### src/rtl/lsu_pkg.sv
// lsu_pkg -- shared types, constants and helpers for the load/store unit.
//
// Contents:
//   lsu_state_t  : FSM state encoding (IDLE, REQ, WAIT, DONE, FAULT)
//   F3_*         : RV32I funct3 width/sign encodings for loads and stores
//   lsu_exc_t    : exception cause codes reported on exc_cause
//   f3_legal, f3_misaligned, store_strobe, store_data : decode helpers
//
// The datapath is fixed at 32 bits with four byte lanes.
package lsu_pkg;

   typedef enum logic [2:0] {
      ST_IDLE  = 3'd0,
      ST_REQ   = 3'd1,
      ST_WAIT  = 3'd2,
      ST_DONE  = 3'd3,
      ST_FAULT = 3'd4
   } lsu_state_t;

   localparam logic [2:0] F3_B  = 3'b000;
   localparam logic [2:0] F3_H  = 3'b001;
   localparam logic [2:0] F3_W  = 3'b010;
   localparam logic [2:0] F3_BU = 3'b100;
   localparam logic [2:0] F3_HU = 3'b101;

   typedef enum logic [1:0] {
      EXC_LOAD_MISALIGN  = 2'd0,
      EXC_STORE_MISALIGN = 2'd1,
      EXC_ILLEGAL_F3     = 2'd2,
      EXC_TIMEOUT        = 2'd3
   } lsu_exc_t;

   // Stores only exist in B/H/W flavours; the unsigned forms are load-only.
   function automatic logic f3_legal(input logic is_store, input logic [2:0] f3);
      logic ok_v;
      case (f3)
         F3_B, F3_H, F3_W: ok_v = 1'b1;
         F3_BU, F3_HU:     ok_v = ~is_store;
         default:          ok_v = 1'b0;
      endcase
      return ok_v;
   endfunction

   function automatic logic f3_misaligned(input logic [2:0] f3, input logic [1:0] lo);
      logic mis_v;
      case (f3)
         F3_H, F3_HU: mis_v = lo[0];
         F3_W:        mis_v = (lo != 2'b00);
         default:     mis_v = 1'b0;
      endcase
      return mis_v;
   endfunction

   function automatic logic [3:0] store_strobe(input logic [2:0] f3, input logic [1:0] lo);
      logic [3:0] strb_v;
      case (f3)
         F3_B:    strb_v = 4'b0001 << lo;
         F3_H:    strb_v = lo[1] ? 4'b1100 : 4'b0011;
         F3_W:    strb_v = 4'b1111;
         default: strb_v = 4'b0000;
      endcase
      return strb_v;
   endfunction

   // Replicating the datum across lanes lets the strobes alone pick the target bytes.
   function automatic logic [31:0] store_data(input logic [2:0] f3, input logic [31:0] wdata);
      logic [31:0] d_v;
      case (f3)
         F3_B:    d_v = {4{wdata[7:0]}};
         F3_H:    d_v = {2{wdata[15:0]}};
         default: d_v = wdata;
      endcase
      return d_v;
   endfunction

endpackage

### src/rtl/lsu_if.sv
// lsu_if -- data-memory bus between the load/store unit and memory.
//
// Signals:
//   mem_req_valid / mem_req_ready : request handshake
//   mem_addr, mem_we, mem_wstrb, mem_wdata : request payload (word-aligned)
//   mem_rsp_valid, mem_rdata : response (also the store acknowledge)
// Modports: master (LSU side), slave (memory side).
interface lsu_if #(
   parameter int DATA_WIDTH = 32
);
   logic                  mem_req_valid;
   logic                  mem_req_ready;
   logic [DATA_WIDTH-1:0] mem_addr;
   logic                  mem_we;
   logic [3:0]            mem_wstrb;
   logic [DATA_WIDTH-1:0] mem_wdata;
   logic                  mem_rsp_valid;
   logic [DATA_WIDTH-1:0] mem_rdata;

   modport master (
      output mem_req_valid, mem_addr, mem_we, mem_wstrb, mem_wdata,
      input  mem_req_ready, mem_rsp_valid, mem_rdata
   );

   modport slave (
      input  mem_req_valid, mem_addr, mem_we, mem_wstrb, mem_wdata,
      output mem_req_ready, mem_rsp_valid, mem_rdata
   );
endinterface

### src/rtl/lsu_load_align.sv
// lsu_load_align -- combinational lane select and sign/zero extension of load data.
//
// Ports:
//   rdata    in  32  raw word returned by memory
//   addr_lo  in  2   low effective-address bits selecting the lane
//   funct3   in  3   load width/sign encoding
//   data_out out 32  extended result for writeback
module lsu_load_align
   import lsu_pkg::*;
(
   input  logic [31:0] rdata,
   input  logic [1:0]  addr_lo,
   input  logic [2:0]  funct3,
   output logic [31:0] data_out
);

   logic [7:0]  byte_s;
   logic [15:0] half_s;

   assign byte_s = rdata[{addr_lo, 3'b000} +: 8];
   assign half_s = rdata[{addr_lo[1], 4'b0000} +: 16];

   // Width select and extension.
   always_comb begin
      data_out = 32'h0000_0000;
      case (funct3)
         F3_B:    data_out = {{24{byte_s[7]}}, byte_s};
         F3_H:    data_out = {{16{half_s[15]}}, half_s};
         F3_W:    data_out = rdata;
         F3_BU:   data_out = {24'h00_0000, byte_s};
         F3_HU:   data_out = {16'h0000, half_s};
         default: data_out = rdata;
      endcase
   end

endmodule

### src/rtl/load_store_unit.sv
// load_store_unit -- memory-stage LSU: one data-memory transaction at a time.
//
// Build option: define LSU_TIMEOUT_EN to enable the response watchdog
// (TIMEOUT_CYCLES cycles in REQ/WAIT -> exception cause 3).
//
// Ports:
//   clk, rst (sync, active-high)
//   req_*  : request from execute (valid/ready, store flag, funct3, addr, wdata, rd)
//   mem    : lsu_if.master data-memory bus
//   wb_*   : one-cycle completion pulse with load result
//   exc_*  : one-cycle exception pulse with cause and faulting address
module load_store_unit
   import lsu_pkg::*;
#(
   parameter int DATA_WIDTH     = 32,
   parameter int TIMEOUT_CYCLES = 255
) (
   input  logic                  clk,
   input  logic                  rst,
   input  logic                  req_valid,
   output logic                  req_ready,
   input  logic                  req_is_store,
   input  logic [2:0]            req_funct3,
   input  logic [DATA_WIDTH-1:0] req_addr,
   input  logic [DATA_WIDTH-1:0] req_wdata,
   input  logic [4:0]            req_rd,
   lsu_if.master                 mem,
   output logic                  wb_valid,
   output logic                  wb_is_load,
   output logic [4:0]            wb_rd,
   output logic [DATA_WIDTH-1:0] wb_data,
   output logic                  exc_valid,
   output logic [1:0]            exc_cause,
   output logic [DATA_WIDTH-1:0] exc_addr
);

   lsu_state_t            state_r, state_s;
   logic                  is_store_r;
   logic [2:0]            funct3_r;
   logic [DATA_WIDTH-1:0] addr_r;
   logic [4:0]            rd_r;

   logic                  req_ready_r;
   logic                  mem_req_valid_r;
   logic [DATA_WIDTH-1:0] mem_addr_r;
   logic                  mem_we_r;
   logic [3:0]            mem_wstrb_r;
   logic [DATA_WIDTH-1:0] mem_wdata_r;
   logic                  wb_valid_r;
   logic                  wb_is_load_r;
   logic [4:0]            wb_rd_r;
   logic [DATA_WIDTH-1:0] wb_data_r;
   logic                  exc_valid_r;
   lsu_exc_t              exc_cause_r;
   logic [DATA_WIDTH-1:0] exc_addr_r;

   logic                  dec_legal_s;
   logic                  dec_misalign_s;
   lsu_exc_t              exc_cause_s;
   logic [DATA_WIDTH-1:0] exc_addr_s;
   logic [DATA_WIDTH-1:0] load_data_s;
   logic                  timeout_s;

   assign dec_legal_s    = f3_legal(req_is_store, req_funct3);
   assign dec_misalign_s = f3_misaligned(req_funct3, req_addr[1:0]);

   lsu_load_align u_align (
      .rdata    (mem.mem_rdata),
      .addr_lo  (addr_r[1:0]),
      .funct3   (funct3_r),
      .data_out (load_data_s)
   );

`ifdef LSU_TIMEOUT_EN
   localparam int TMO_W = (TIMEOUT_CYCLES < 2) ? 1 : $clog2(TIMEOUT_CYCLES);
   localparam logic [TMO_W-1:0] TMO_LAST = TMO_W'(TIMEOUT_CYCLES - 1);

   logic [TMO_W-1:0] tmo_cnt_r;

   // Watchdog: zero in the first REQ cycle, so the fault lands TIMEOUT_CYCLES after REQ entry.
   always_ff @(posedge clk) begin
      if (rst) begin
         tmo_cnt_r <= '0;
      end else if ((state_s == ST_REQ) && (state_r != ST_REQ)) begin
         tmo_cnt_r <= '0;
      end else if ((state_r == ST_REQ) || (state_r == ST_WAIT)) begin
         tmo_cnt_r <= tmo_cnt_r + TMO_W'(1);
      end else begin
         tmo_cnt_r <= tmo_cnt_r;
      end
   end

   assign timeout_s = (tmo_cnt_r == TMO_LAST);
`else
   assign timeout_s = 1'b0;
`endif

   // Next-state decode plus the cause/address to report if FAULT is entered.
   always_comb begin
      state_s     = state_r;
      exc_cause_s = EXC_ILLEGAL_F3;
      exc_addr_s  = addr_r;
      case (state_r)
         ST_IDLE: begin
            exc_addr_s = req_addr;
            if (req_valid) begin
               if (!dec_legal_s) begin
                  state_s     = ST_FAULT;
                  exc_cause_s = EXC_ILLEGAL_F3;
               end else if (dec_misalign_s) begin
                  state_s = ST_FAULT;
                  if (req_is_store) begin
                     exc_cause_s = EXC_STORE_MISALIGN;
                  end else begin
                     exc_cause_s = EXC_LOAD_MISALIGN;
                  end
               end else begin
                  state_s = ST_REQ;
               end
            end else begin
               state_s = ST_IDLE;
            end
         end
         ST_REQ: begin
            // A completing handshake wins over a simultaneous watchdog expiry.
            if (mem.mem_req_ready) begin
               state_s = ST_WAIT;
            end else if (timeout_s) begin
               state_s     = ST_FAULT;
               exc_cause_s = EXC_TIMEOUT;
            end else begin
               state_s = ST_REQ;
            end
         end
         ST_WAIT: begin
            if (mem.mem_rsp_valid) begin
               state_s = ST_DONE;
            end else if (timeout_s) begin
               state_s     = ST_FAULT;
               exc_cause_s = EXC_TIMEOUT;
            end else begin
               state_s = ST_WAIT;
            end
         end
         ST_DONE:  state_s = ST_IDLE;
         ST_FAULT: state_s = ST_IDLE;
         default:  state_s = ST_IDLE;
      endcase
   end

   // State register and all registered outputs, derived from the next state.
   always_ff @(posedge clk) begin
      if (rst) begin
         state_r         <= ST_IDLE;
         is_store_r      <= 1'b0;
         funct3_r        <= 3'b000;
         addr_r          <= '0;
         rd_r            <= 5'd0;
         req_ready_r     <= 1'b1;
         mem_req_valid_r <= 1'b0;
         mem_addr_r      <= '0;
         mem_we_r        <= 1'b0;
         mem_wstrb_r     <= 4'b0000;
         mem_wdata_r     <= '0;
         wb_valid_r      <= 1'b0;
         wb_is_load_r    <= 1'b0;
         wb_rd_r         <= 5'd0;
         wb_data_r       <= '0;
         exc_valid_r     <= 1'b0;
         exc_cause_r     <= EXC_LOAD_MISALIGN;
         exc_addr_r      <= '0;
      end else begin
         state_r         <= state_s;
         req_ready_r     <= (state_s == ST_IDLE);
         mem_req_valid_r <= (state_s == ST_REQ);
         wb_valid_r      <= (state_s == ST_DONE);
         exc_valid_r     <= (state_s == ST_FAULT);

         // Request fields and bus payload are captured once at accept and held.
         if ((state_r == ST_IDLE) && req_valid) begin
            is_store_r  <= req_is_store;
            funct3_r    <= req_funct3;
            addr_r      <= req_addr;
            rd_r        <= req_rd;
            mem_addr_r  <= {req_addr[DATA_WIDTH-1:2], 2'b00};
            mem_we_r    <= req_is_store;
            mem_wstrb_r <= req_is_store ? store_strobe(req_funct3, req_addr[1:0]) : 4'b0000;
            mem_wdata_r <= req_is_store ? store_data(req_funct3, req_wdata) : '0;
         end else begin
            is_store_r  <= is_store_r;
            funct3_r    <= funct3_r;
            addr_r      <= addr_r;
            rd_r        <= rd_r;
            mem_addr_r  <= mem_addr_r;
            mem_we_r    <= mem_we_r;
            mem_wstrb_r <= mem_wstrb_r;
            mem_wdata_r <= mem_wdata_r;
         end

         // Writeback fields are only non-zero during the DONE pulse.
         if (state_s == ST_DONE) begin
            wb_is_load_r <= ~is_store_r;
            wb_rd_r      <= rd_r;
            wb_data_r    <= is_store_r ? '0 : load_data_s;
         end else begin
            wb_is_load_r <= 1'b0;
            wb_rd_r      <= 5'd0;
            wb_data_r    <= '0;
         end

         if (state_s == ST_FAULT) begin
            exc_cause_r <= exc_cause_s;
            exc_addr_r  <= exc_addr_s;
         end else begin
            exc_cause_r <= EXC_LOAD_MISALIGN;
            exc_addr_r  <= '0;
         end
      end
   end

   assign req_ready         = req_ready_r;
   assign mem.mem_req_valid = mem_req_valid_r;
   assign mem.mem_addr      = mem_addr_r;
   assign mem.mem_we        = mem_we_r;
   assign mem.mem_wstrb     = mem_wstrb_r;
   assign mem.mem_wdata     = mem_wdata_r;
   assign wb_valid          = wb_valid_r;
   assign wb_is_load        = wb_is_load_r;
   assign wb_rd             = wb_rd_r;
   assign wb_data           = wb_data_r;
   assign exc_valid         = exc_valid_r;
   assign exc_cause         = exc_cause_r;
   assign exc_addr          = exc_addr_r;

endmodule

### src/flat_wrapper.sv
// flat-port wrapper written by rule: the top's interface ports become plain ports
module load_store_unit_flat import lsu_pkg::*;
#(
   parameter int DATA_WIDTH     = 32,
   parameter int TIMEOUT_CYCLES = 255
)
  (clk, rst, req_valid, req_ready, req_is_store, req_funct3, req_addr, req_wdata, req_rd, wb_valid, wb_is_load, wb_rd, wb_data, exc_valid, exc_cause, exc_addr, mem_mem_req_valid, mem_mem_addr, mem_mem_we, mem_mem_wstrb, mem_mem_wdata, mem_mem_req_ready, mem_mem_rsp_valid, mem_mem_rdata);
  lsu_if #(.DATA_WIDTH(DATA_WIDTH)) mem_i ();
  input  logic clk;
  input  logic rst;
  input  logic req_valid;
  output logic req_ready;
  input  logic req_is_store;
  input  logic [2:0] req_funct3;
  input  logic [DATA_WIDTH-1:0] req_addr;
  input  logic [DATA_WIDTH-1:0] req_wdata;
  input  logic [4:0] req_rd;
  output logic wb_valid;
  output logic wb_is_load;
  output logic [4:0] wb_rd;
  output logic [DATA_WIDTH-1:0] wb_data;
  output logic exc_valid;
  output logic [1:0] exc_cause;
  output logic [DATA_WIDTH-1:0] exc_addr;
  output wire logic [$bits(mem_i.mem_req_valid)-1:0] mem_mem_req_valid;
  output wire logic [$bits(mem_i.mem_addr)-1:0] mem_mem_addr;
  output wire logic [$bits(mem_i.mem_we)-1:0] mem_mem_we;
  output wire logic [$bits(mem_i.mem_wstrb)-1:0] mem_mem_wstrb;
  output wire logic [$bits(mem_i.mem_wdata)-1:0] mem_mem_wdata;
  input wire logic [$bits(mem_i.mem_req_ready)-1:0] mem_mem_req_ready;
  input wire logic [$bits(mem_i.mem_rsp_valid)-1:0] mem_mem_rsp_valid;
  input wire logic [$bits(mem_i.mem_rdata)-1:0] mem_mem_rdata;
  assign mem_mem_req_valid = mem_i.mem_req_valid;
  assign mem_mem_addr = mem_i.mem_addr;
  assign mem_mem_we = mem_i.mem_we;
  assign mem_mem_wstrb = mem_i.mem_wstrb;
  assign mem_mem_wdata = mem_i.mem_wdata;
  assign mem_i.mem_req_ready = mem_mem_req_ready;
  assign mem_i.mem_rsp_valid = mem_mem_rsp_valid;
  assign mem_i.mem_rdata = mem_mem_rdata;
  load_store_unit #(.DATA_WIDTH(DATA_WIDTH), .TIMEOUT_CYCLES(TIMEOUT_CYCLES)) u_core (.clk(clk), .rst(rst), .req_valid(req_valid), .req_ready(req_ready), .req_is_store(req_is_store), .req_funct3(req_funct3), .req_addr(req_addr), .req_wdata(req_wdata), .req_rd(req_rd), .mem(mem_i), .wb_valid(wb_valid), .wb_is_load(wb_is_load), .wb_rd(wb_rd), .wb_data(wb_data), .exc_valid(exc_valid), .exc_cause(exc_cause), .exc_addr(exc_addr));
endmodule
### config.mk
export PLATFORM = sky130hd
export DESIGN_NAME = load_store_unit_flat
export DESIGN_NICKNAME = d
export VERILOG_FILES = /design/src/rtl/lsu_pkg.sv /design/src/rtl/lsu_if.sv /design/src/rtl/lsu_load_align.sv /design/src/rtl/load_store_unit.sv /design/src/flat_wrapper.sv
export SDC_FILE = /design/constraint.sdc
export NUM_CORES = 1
export LEC_CHECK = 0
export CORE_MARGIN = 5
export CORE_UTILIZATION = 25
export DETAILED_ROUTE_END_ITERATION = 16
export SYNTH_ARGS = -nofsm -noshare
export SYNTH_HDL_FRONTEND = slang
export SYNTH_HIERARCHICAL = 1
export SYNTH_SLANG_ARGS = --single-unit
export TNS_END_PERCENT = 10
### constraint.sdc
create_clock -name clk -period 4.82 [get_ports clk]
set_clock_uncertainty 0.1 [all_clocks]
set_input_delay 1.446 -clock clk [delete_from_list [all_inputs] [get_ports clk]]
set_output_delay 1.446 -clock clk [all_outputs]
set_load 0.01 [all_outputs]
; ---- Yosys cells after proc, flatten, opt, wreduce, memory -nomap -nowiden
; Cells that the tools add are included.
; W data, S select, Z words.
[totals]
out_inout_bits = 145
n_memories = 0
in_bits = 110
register_bits = 186
latchBits = 0
romBits = 0
mem_bits_rw = 0
[classes]
bitwise = 8
order_cmp = 0
n_mul = 0
n_reduce_logical = 13
shift = 3
addsub = 0
muxes = 20
n_eq_ne = 12
div_mod_pow = 0
[op_table]
columns = cell, count
row1 = $pmux W32 S4, 1
row2 = $mux W32, 2
row3 = $pmux W32 S2, 1
row4 = $shiftx A32 B6 Y16, 1
row5 = $shiftx A32 B6 Y8, 1
row6 = $eq A3 B3 Y1 const B, 5
row7 = $eq A3 B1 Y1 const B, 4
row8 = $logic_not A3 Y1, 4
row9 = $pmux W4 S3, 1
row10 = $mux W2, 5
row11 = $eq A3 B2 Y1 const B, 3
row12 = $mux W3, 3
row13 = $pmux W3 S3, 1
row14 = $mux W4, 2
row15 = $not A1 Y1, 8
row16 = $reduce_or A2 Y1, 4
row17 = $reduce_or A3 Y1, 2
row18 = $reduce_or A6 Y1, 1
row19 = $pmux W1 S2, 2
row20 = $shl A1 B2 Y4 const A, 1
row21 = $mux W1, 2
row22 = $reduce_bool A2 Y1, 1
row23 = $logic_and A1 B1 Y1, 1

; ---- Longest topological paths before layout
; Gate-level depths: netlist of the first run.
[logic_depth]
word_depth = 10
ltp_mapped = 6
mapped_depth_nobuf = 5

; ---- Hierarchy
; The synthesis of the first run kept the hierarchy.
[modules_own_cells]
columns = module, cells_each, area_per_inst_um2, n_inst
row1 = load_store_unit, 592, 5502.8, 1
row2 = lsu_load_align, 118, 794.5, 1

; ---- Least setup slack after synthesis of the first run
; No wires, ideal clock.
[synth_timing]
path_type = in2reg
from = input req_funct3[2]
to = register u_core.mem_wdata_r[20], in the netlist u_core/mem.mem_wdata[20]
stages = 6
setup_ns = 0.128
arrival_time_ns = 2.769
required_time_ns = 4.592
path_slack_ns = 1.824
cell_sequence = buf_2 nor2_1 clkbuf_1 mux2_2 a22oi_1 nor2_1
[synth_between]
elab_chain_cells = 3
[synth_lines]
columns = item, line
row1 = start: declaration, flat_wrapper.sv:14  ; input logic [2:0] req_funct3;
row2 = $eq A3 B1 Y1 or $logic_not A3 Y1 (tied branches), lsu_pkg.sv:68  ; case (f3)
row3 = $pmux W32 S2 *, lsu_pkg.sv:68
row4 = $mux W32 *, load_store_unit.sv:188  ; mem_wdata_r <= req_is_store ? store_data(req_funct3, req_wdata) : '0;
row5 = end signal: assignment, load_store_unit.sv:188
row6 = end signal: assignment, load_store_unit.sv:197  ; mem_wdata_r <= mem_wdata_r;
row7 = end: declaration, load_store_unit.sv:48  ; logic [DATA_WIDTH-1:0] mem_wdata_r;
; Every way passes the cells marked *; elsewhere a longest branch is shown, timed or not.
; A chain may end at the register's enable or synchronous reset.

; ---- Final worst setup path of the first run
[layout_timing]
from = input req_valid
to = register u_core.mem_wstrb_r[0], in the netlist u_core/mem.mem_wstrb[0]
[layout_between]
elab_chain_cells = 1
[layout_lines]
columns = item, line
row1 = start: declaration, flat_wrapper.sv:11  ; input logic req_valid;
row2 = $logic_and A1 B1 Y1, load_store_unit.sv:180  ; if ((state_r == ST_IDLE) && req_valid) begin
row3 = end signal: assignment, load_store_unit.sv:187  ; mem_wstrb_r <= req_is_store ? store_strobe(req_funct3, req_addr[1:0]) : 4'b0000;
row4 = end signal: assignment, load_store_unit.sv:196  ; mem_wstrb_r <= mem_wstrb_r;
row5 = end: declaration, load_store_unit.sv:47  ; logic [3:0] mem_wstrb_r;
; No other way between the ends.

==> flow_metrics.py, run 1 <==
metrics = {
    "cts": {
        "cts_made_buffers": 17,
        "clkSinkCount": 156,
        "ctsResizeCount": 0,
        "cts_tree": "built",
        "cts_root_buffer": "clkbuf_16",
        "post-cts-setup-buffers": 0,
        "hold_buffers": 0,
        "htree_levels": 4,
        "worst_skew_pair.late_latency_ps": 420,
        "clock_path_buffers": 2,
        "path_clk_slew_ps": 60,
    },
    "timing": {
        "fin_crit_ps": 3450,
        "min_period_over_period_pct": 71.5,
        "tns_ps": 0,
        "grt_setup_unrepaired": "no",
        "tightest_slew_ps": 1010,
        "max_freq_mhz": 290,
        "slew_viol_final": 0,
        "setup_viol": 0,
        "finalHoldViolCount": 0,
        "layout_setup_ws_ps": 1370,
        "slew_headroom_pct": 32.4,
    },
    "routing": {
        "wl_um": 21000,
        "wl_per_cell_um": 16.8,
        "ant_nets": 0,
        "viasPerCell": 4.42,
        "vias": 5526,
        "drtIter0Drc": 325,
        "drc": 0,
        "firstDrtPassIters": 4,
    },
    "critical_path": {
        "endpoint_kind": "register",
        "rrSetupSlack_ps": 2140,
        "crit_fanout": 29,
        "cp.arrival_ps": 3690,
        "start_kind": "primary input",
        "required_ps": 5070,
        "crit_type": "in -> reg",
    },
    "floorplanning": {
        "dieHeight_um": 169,
        "io_pins": 255,
        "start_util_pct": 25.2,
        "coreArea_um2": 25000,
        "fp.dieW_um": 169,
        "rows": 58,
        "die-area_um2": 28500,
    },
    "synth": {
        "netlist_instances": 710,
        "yosysSeqAreaShare_pct": 49.6,
        "syn_area_per_cell_um2": 8.87,
        "yosysUniqueCellTypes": 47,
        "synthesis.area_um2": 6300,
        "yosysWarnings": 6,
        "ys_ff_latch": 156,
        "synth_ff_type": "dfxtp_1",
        "synth_edf_count": 0,
        "synthArstFlopShare_pct": 0,
    },
    "global_route": {
        "track_usage_pct": 14.3,
        "grt-ovfl-total": 0,
        "grt_max_degree": 65,
        "antenna_found_initial": 1,
        "grt_pass1_vias": 5512,
        "grt_pass1_wl_um": 32100,
    },
    "cells_and_area": {
        "area_growth_pct": 49.9,
        "drive_gt1_share_pct": 6.63,
        "nNetsFinal": 1017,
        "antenna_cells": 0,
    },
    "pwr": {
        "p_leak_nw": 3.67,
        "ir_drop_mv": 0.190,
        "powerDensity_nw_per_um2": 344,
    },
    "hold_path": {
        "hold_path_class": "reg -> reg",
    },
    "place": {
        "place_congestion": 0.797,
        "dp_slack_ps": 910,
        "hpwl_um": 14700,
        "portBuffers": 252,
    },
    "flow_run": {
        "cap_viol_max_count": 0,
    },
    "outcome": {
        "outcome": "finished clean",
    },
}
cell usage after synthesis (all sizes together) (9+ instances only):
master  instances  area share, %
a21oi          60            4.8
a22oi          10            1.3
and2           28            2.8
and3           39            3.9
buf            45            5.1
clkbuf         41            2.4
dfxtp         156             50
mux2            9            1.6
mux2i          30            4.8
nand2         151            9.0
nand3           9           0.72
nor2           24            1.5
nor2b          11            1.1
o21ai          29            2.3
routing by layer:
| metal | track usage, % | part of all wire, % | vias to the layer above |
|---|---|---|---|
| li1 | - | - | 2759 |
| met3 | 5.96 | 8.3 | 21 |
| met1 | 18.7 | 46 | 2556 |
| met4 | 3.42 | 1.3 | 2 |
| met5 | 0 | 0.062 | - |
| met2 | 22.2 | 44 | 188 |
area by class of cell:
cell class	count	area [um^2]
Clock buffer	20	437
Clock inverter	12	148
Fill cell	2593	15500
Inverter	6	22.5
Multi-Input combinational cell	463	2700
Sequential cell	156	3120
Tap cell	330	413
Timing Repair Buffer	263	2600
registers in the layout (all words and copies together), names as in the netlist, 2 cells and up:
name / flops
u_core/addr_r: 32
u_core/exc_addr: 32
u_core/exc_cause: 2
u_core/funct3_r: 3
u_core/mem.mem_wdata: 32
u_core/mem.mem_wstrb: 4
u_core/rd_r: 5
u_core/state_r: 3
u_core/wb_data: 32
u_core/wb_rd: 5
layout by cell type, fill, tap and decap left out, types with 2 or more instances in the layout:
cell,count
clkdlybuf4s50_1,251
dfxtp_1,156
nand2_1,151
a21oi_1,60
and3_1,39
mux2i_1,30
and2_1,27
o21ai_0,24
nor2_1,21
clkbuf_16,17
nor2b_1,11
buf_4,11
a22oi_1,9
nand3_1,9
mux2_2,9
a22o_1,8
a221o_1,8
nand3b_1,8
o22a_1,8
nor4b_1,7
inv_1,6
clkinv_2,5
o21ai_1,5
clkbuf_1,3
bufinv_16,3
nor2_2,3
nand2b_1,3
clkinvlp_4,2
clkinv_4,2
nor3_1,2
conb_1,2
critical path: stages:
cell,delay (ps)
clkdlybuf4s50_1,500
or4b_2,960
a2111oi_4,490
o21ai_1,120
a21oi_1,150
logic make-up after synthesis:
group	synth area share, %
compound gates	13.2
xor+xnor	0.139
buf+inv	7.89
flops	49.6
mux	6.74
other cells	0.0595
simple gates	22.4
through the flow:
stage	hold WS, ps	cell area, um^2	std cells	utilization [%]	power [mW]
6_report	350	9440	1250	37.8	3.24
4_1_cts	351	9440	1250	37.8	3.30
3_3_place_gp	335	8850	1218	35.5	1.92
5_1_grt	369	9440	1250	37.8	3.41
3_5_place_dp	342	8850	1218	35.5	1.92
2_1_floorplan	332	6300	711	-	1.68
path summary, 6_finish.rpt:
check	from	to	cells past startpoint
max	req_valid	u_core/mem.mem_wstrb[0]	5
min	u_core/rd_r[2]	u_core/rd_r[2]	2
max reg2reg	u_core/addr_r[1]	u_core/wb_data[17]	4
min reg2reg	u_core/rd_r[2]	u_core/rd_r[2]	2
power by group:
group          total (mW)  internal (mW)  switching, mW
combinational       0.509          0.262          0.247
clock                1.35          0.812          0.542
sequential           1.38           1.34         0.0364
(Power assumes the default switching activity.)
==> inputs of run 2 (changes only) <==
- clock period: 4.82 -> 3.3 ns (I/O delays scaled with it)
==> flow_metrics.py, run 2 (same netlist as run 1, synthesis figures left out) <==
metrics = {
    "cts": {
        "cts_tree": "built",
        "post-cts-setup-buffers": 0,
        "path_clk_slew_ps": 70,
        "hold_buffers": 0,
        "clkSinkCount": 156,
        "cts_made_buffers": 17,
        "htree_levels": 4,
        "cts_root_buffer": "clkbuf_16",
        "worst_skew_pair.late_latency_ps": 410,
        "ctsResizeCount": 0,
        "clock_path_buffers": 2,
    },
    "timing": {
        "fin_crit_ps": 2750,
        "tns_ps": 0,
        "tightest_slew_ps": 1100,
        "grt_setup_unrepaired": "no",
        "finalHoldViolCount": 0,
        "setup_viol": 0,
        "max_freq_mhz": 363,
        "layout_setup_ws_ps": 548,
        "slew_headroom_pct": 26.6,
        "slew_viol_final": 0,
        "whs_ps": 350,
        "min_period_over_period_pct": 83.4,
    },
    "pwr": {
        "p_int_mw": 3.74,
        "ir_drop_mv": 0.289,
        "seqPwrFrac_pct": 40.8,
        "switching_share_pct": 24.2,
        "power_frac_comb_pct": 15.5,
        "p_sw_mw": 1.19,
        "p_leak_nw": 3.75,
        "powerDensity_nw_per_um2": 513,
        "pwr-share-clk_pct": 43.7,
        "fin_total_pwr_mw": 4.94,
    },
    "place": {
        "dp_slack_ps": 93.1,
        "portBuffers": 252,
        "dp_cells": 1230,
        "placed_cell_area_um2": 8970,
        "hpwl_um": 15200,
        "place_congestion": 0.766,
    },
    "floorplanning": {
        "die-area_um2": 28500,
        "dieHeight_um": 169,
        "coreArea_um2": 25000,
        "rows": 58,
        "start_util_pct": 25.2,
        "fp.dieW_um": 169,
        "io_pins": 255,
    },
    "critical_path": {
        "required_ps": 3500,
        "start_kind": "primary input",
        "crit_type": "in -> reg",
        "crit_fanout": 57,
        "cp.arrival_ps": 2950,
        "endpoint_kind": "register",
    },
    "cells_and_area": {
        "final_area_um2": 9620,
        "post-route-util_pct": 38.5,
        "antenna_cells": 0,
        "register_area_um2": 3120,
        "n_fill_cell": 2561,
        "nNetsFinal": 1029,
        "area_growth_pct": 52.7,
        "layout_common_cells": "clkdlybuf4s50_1 (251), dfxtp_1 (156), nand2_1 (151)",
        "mostFrequentLayoutCell": "clkdlybuf4s50_1",
        "drive_gt1_share_pct": 7.85,
        "finalNonFillerCells": 1260,
        "multi_input_area_um2": 2700,
    },
    "flow_run": {
        "cap_viol_max_count": 0,
    },
    "routing": {
        "viasPerCell": 4.41,
        "firstDrtPassIters": 4,
        "wl_per_cell_um": 16.5,
        "vias": 5558,
        "ant_nets": 0,
        "wl_um": 20800,
        "drtIter0Drc": 376,
        "drc": 0,
    },
    "global_route": {
        "grt_pass1_vias": 5391,
        "grt_pass1_wl_um": 32100,
        "grt-ovfl-total": 0,
        "antenna_found_initial": 1,
        "track_usage_pct": 14.3,
        "grt_max_degree": 58,
    },
    "hold_path": {
        "hold_path_class": "reg -> reg",
    },
    "outcome": {
        "outcome": "finished clean",
    },
}
[run 2: changes by cell type in the layout (fill, tap and decap cells not counted)]
| cell | previous run | this run |
|---|---|---|
| buf_12 | 0 | 2 |
| buf_4 | 11 | 21 |
| bufinv_16 | 3 | 5 |
| clkbuf_1 | 3 | 1 |
| clkbuf_8 | 0 | 2 |
| clkinv_2 | 5 | 0 |
| clkinvlp_4 | 2 | 3 |
[run 2: worst max-delay path, cell delays in order]
cell             delay [ps]
clkdlybuf4s50_1         510
or4b_2                  730
buf_4                   390
a22oi_1                 260
nor2_1                   60
[run 2: worst paths after layout]
kind / end / start / cells after the start / slack (ps)
setup / recovery: u_core/mem.mem_wdata[20] / req_valid / 5 / 550
hold / removal: u_core/rd_r[1] / u_core/rd_r[1] / 2 / 350
setup reg to reg: u_core/wb_data[0] / u_core/funct3_r[0] / 4 / 1130
hold reg to reg: u_core/rd_r[1] / u_core/rd_r[1] / 2 / 350
[run 2: layout make-up]
cell class / count / share of cell area (%)
repair buffers: 275 / 28.2
multi-input cells: 463 / 28.0
well taps: 330 / 4.29
clock inverters: 10 / 1.98
flip-flops and latches: 156 / 32.5
clock buffers: 20 / 4.75
inverters: 6 / 0.234
[run 2: power groups by stage]
stage	combinational, mW	sequential, mW	clock (mW)
final	0.766	2.01	2.16
after global routing	0.837	2.03	2.31
after floorplan	0.393	2.06	0
after detailed placement	0.775	2.06	0
after global placement	0.773	2.05	0
after CTS	0.779	2.02	2.22
[run 2: per-layer routing]
| layer | share of wire (%) | GRT usage [%] |
|---|---|---|
| met1 | 45 | 18.9 |
| met2 | 45 | 21.9 |
| met3 | 9.0 | 5.86 |
| met4 | 1.3 | 3.21 |
| met5 | 0.062 | 0 |
==> inputs of run 3 (changes only) <==
- clock period: 3.3 -> 2.5 ns (I/O delays scaled with it)
==> flow_metrics.py, run 3 (same netlist as run 1, synthesis figures left out) <==
metrics = {
    "cts": {
        "cts_made_buffers": 17,
        "worst_skew_pair.late_latency_ps": 420,
        "clock_path_buffers": 2,
        "htree_levels": 4,
        "clkSinkCount": 156,
        "cts_tree": "built",
        "path_clk_slew_ps": 60,
        "cts_root_buffer": "clkbuf_16",
    },
    "timing": {
        "min_period_over_period_pct": 96.6,
        "setup_viol": 0,
        "slew_viol_final": 0,
        "layout_setup_ws_ps": 86.1,
        "tns_ps": 0,
        "finalHoldViolCount": 0,
        "tightest_slew_ps": 1160,
        "fin_crit_ps": 2410,
        "slew_headroom_pct": 22.6,
        "grt_setup_unrepaired": "no",
        "max_freq_mhz": 414,
    },
    "cells_and_area": {
        "drive_gt1_share_pct": 9.32,
        "layout_common_cells": "clkdlybuf4s50_1 (251), dfxtp_1 (156), nand2_1 (151)",
        "antenna_cells": 0,
        "area_growth_pct": 55.0,
        "post-route-util_pct": 39.1,
        "mostFrequentLayoutCell": "clkdlybuf4s50_1",
        "nNetsFinal": 1045,
        "finalNonFillerCells": 1274,
    },
    "pwr": {
        "fin_total_pwr_mw": 6.50,
        "seqPwrFrac_pct": 40.8,
        "p_leak_nw": 3.84,
        "ir_drop_mv": 0.358,
        "powerDensity_nw_per_um2": 666,
        "power_frac_comb_pct": 16.4,
        "p_int_mw": 4.94,
        "switching_share_pct": 24.0,
        "pwr-share-clk_pct": 42.8,
        "p_sw_mw": 1.56,
    },
    "routing": {
        "firstDrtPassIters": 4,
        "wl_per_cell_um": 16.6,
        "wl_um": 21100,
        "drtIter0Drc": 349,
        "viasPerCell": 4.39,
        "drc": 0,
        "vias": 5596,
        "ant_nets": 0,
    },
    "outcome": {
        "outcome": "finished clean",
    },
    "flow_run": {
        "cap_viol_max_count": 0,
    },
    "place": {
        "hpwl_um": 15300,
        "dp_cells": 1246,
        "place_congestion": 0.783,
        "portBuffers": 252,
        "dp_slack_ps": -324,
    },
    "critical_path": {
        "r2r_start": "u_core/addr_r[1]",
        "worstPathCellList": "clkdlybuf4s50_1, or4b_2, a2111oi_4, o21ai_1, a21oi_1",
        "crit_type": "in -> reg",
        "rrSetupSlack_ps": 380,
        "crit_fanout": 4,
        "slowest_stage": "or4b_2",
        "cp.arrival_ps": 2660,
        "required_ps": 2740,
        "start_kind": "primary input",
        "reg2reg_depth": 5,
        "rr_endpoint": "u_core/wb_data[13]",
        "endpoint_kind": "register",
        "slowest_delay_ps": 690,
    },
    "hold_path": {
        "hold_path_class": "reg -> reg",
        "min_path_cells": 2,
        "min_to": "u_core/rd_r[1]",
        "min_from": "u_core/rd_r[1]",
    },
    "global_route": {
        "grt_max_degree": 41,
        "grt-ovfl-total": 0,
        "track_usage_pct": 14.4,
        "grt_pass1_vias": 5599,
        "grt_pass1_wl_um": 32400,
        "antenna_found_initial": 1,
    },
    "floorplanning": {
        "io_pins": 255,
        "coreArea_um2": 25000,
        "dieHeight_um": 169,
        "start_util_pct": 25.2,
        "fp.dieW_um": 169,
        "die-area_um2": 28500,
        "rows": 58,
    },
}
## run 3: final cells by class
| type | instances | area, um^2 |
|---|---|---|
| Clock buffer | 22 | 494 |
| Clock inverter | 6 | 135 |
| Fill cell | 2574 | 15200 |
| Inverter | 6 | 22.5 |
| Multi-Input combinational cell | 463 | 2700 |
| Sequential cell | 156 | 3120 |
| Tap cell | 330 | 413 |
| Timing Repair Buffer | 291 | 2880 |
## run 3: worst max-delay path, delay by kind of cell
family | cells | cell delay (ps)
compound gates | 3 | 710
simple gates | 1 | 690
buf+inv | 1 | 500
## run 3: how the worst max path moves through the flow
stage,startpoint,end,slack (ps),cells past startpoint
floorplan,req_funct3[2],u_core/mem.mem_wdata[20],200,6
global placement,req_valid,u_core/mem.mem_wdata[20],-300,7
detailed placement,req_valid,u_core/mem.mem_wdata[21],-320,7
CTS,req_valid,u_core/mem.mem_wdata[17],130,7
global route,req_valid,u_core/mem.mem_wstrb[0],20,5
finish,req_valid,u_core/mem.mem_wstrb[0],90,5
## run 3: layer usage
metal | vias to the layer above | GRT usage (%) | share of wire (%)
met1 | 2576 | 18.8 | 45
li1 | 2812 | - | -
met2 | 183 | 22.2 | 45
met3 | 23 | 5.56 | 8.5
met4 | 2 | 3.92 | 1.4
met5 | - | 0 | 0.062
## run 3: what timing repair did
item / 4_1_cts / 5_1_grt
hold buffers: 0 / 0
gates resized for setup: 0 / 1
setup buffers: 0 / 0
setup endpoints to repair: 0 / 3
## run 3: stage by stage
step / instance area [um^2] / hold WS, ps
global route: 9760 / 372
floorplan: 6300 / 332
global placement: 9130 / 332
CTS: 9760 / 353
finish: 9760 / 350
detailed placement: 9130 / 343
## run 3: power groups by stage
stage	Sequential, mW	Clock (mW)	Combinational, mW
floorplan	2.72	0	0.519
global placement	2.70	0	1.07
detailed placement	2.71	0	1.07
CTS	2.65	2.88	1.07
global route	2.66	2.99	1.16
finish	2.65	2.78	1.06
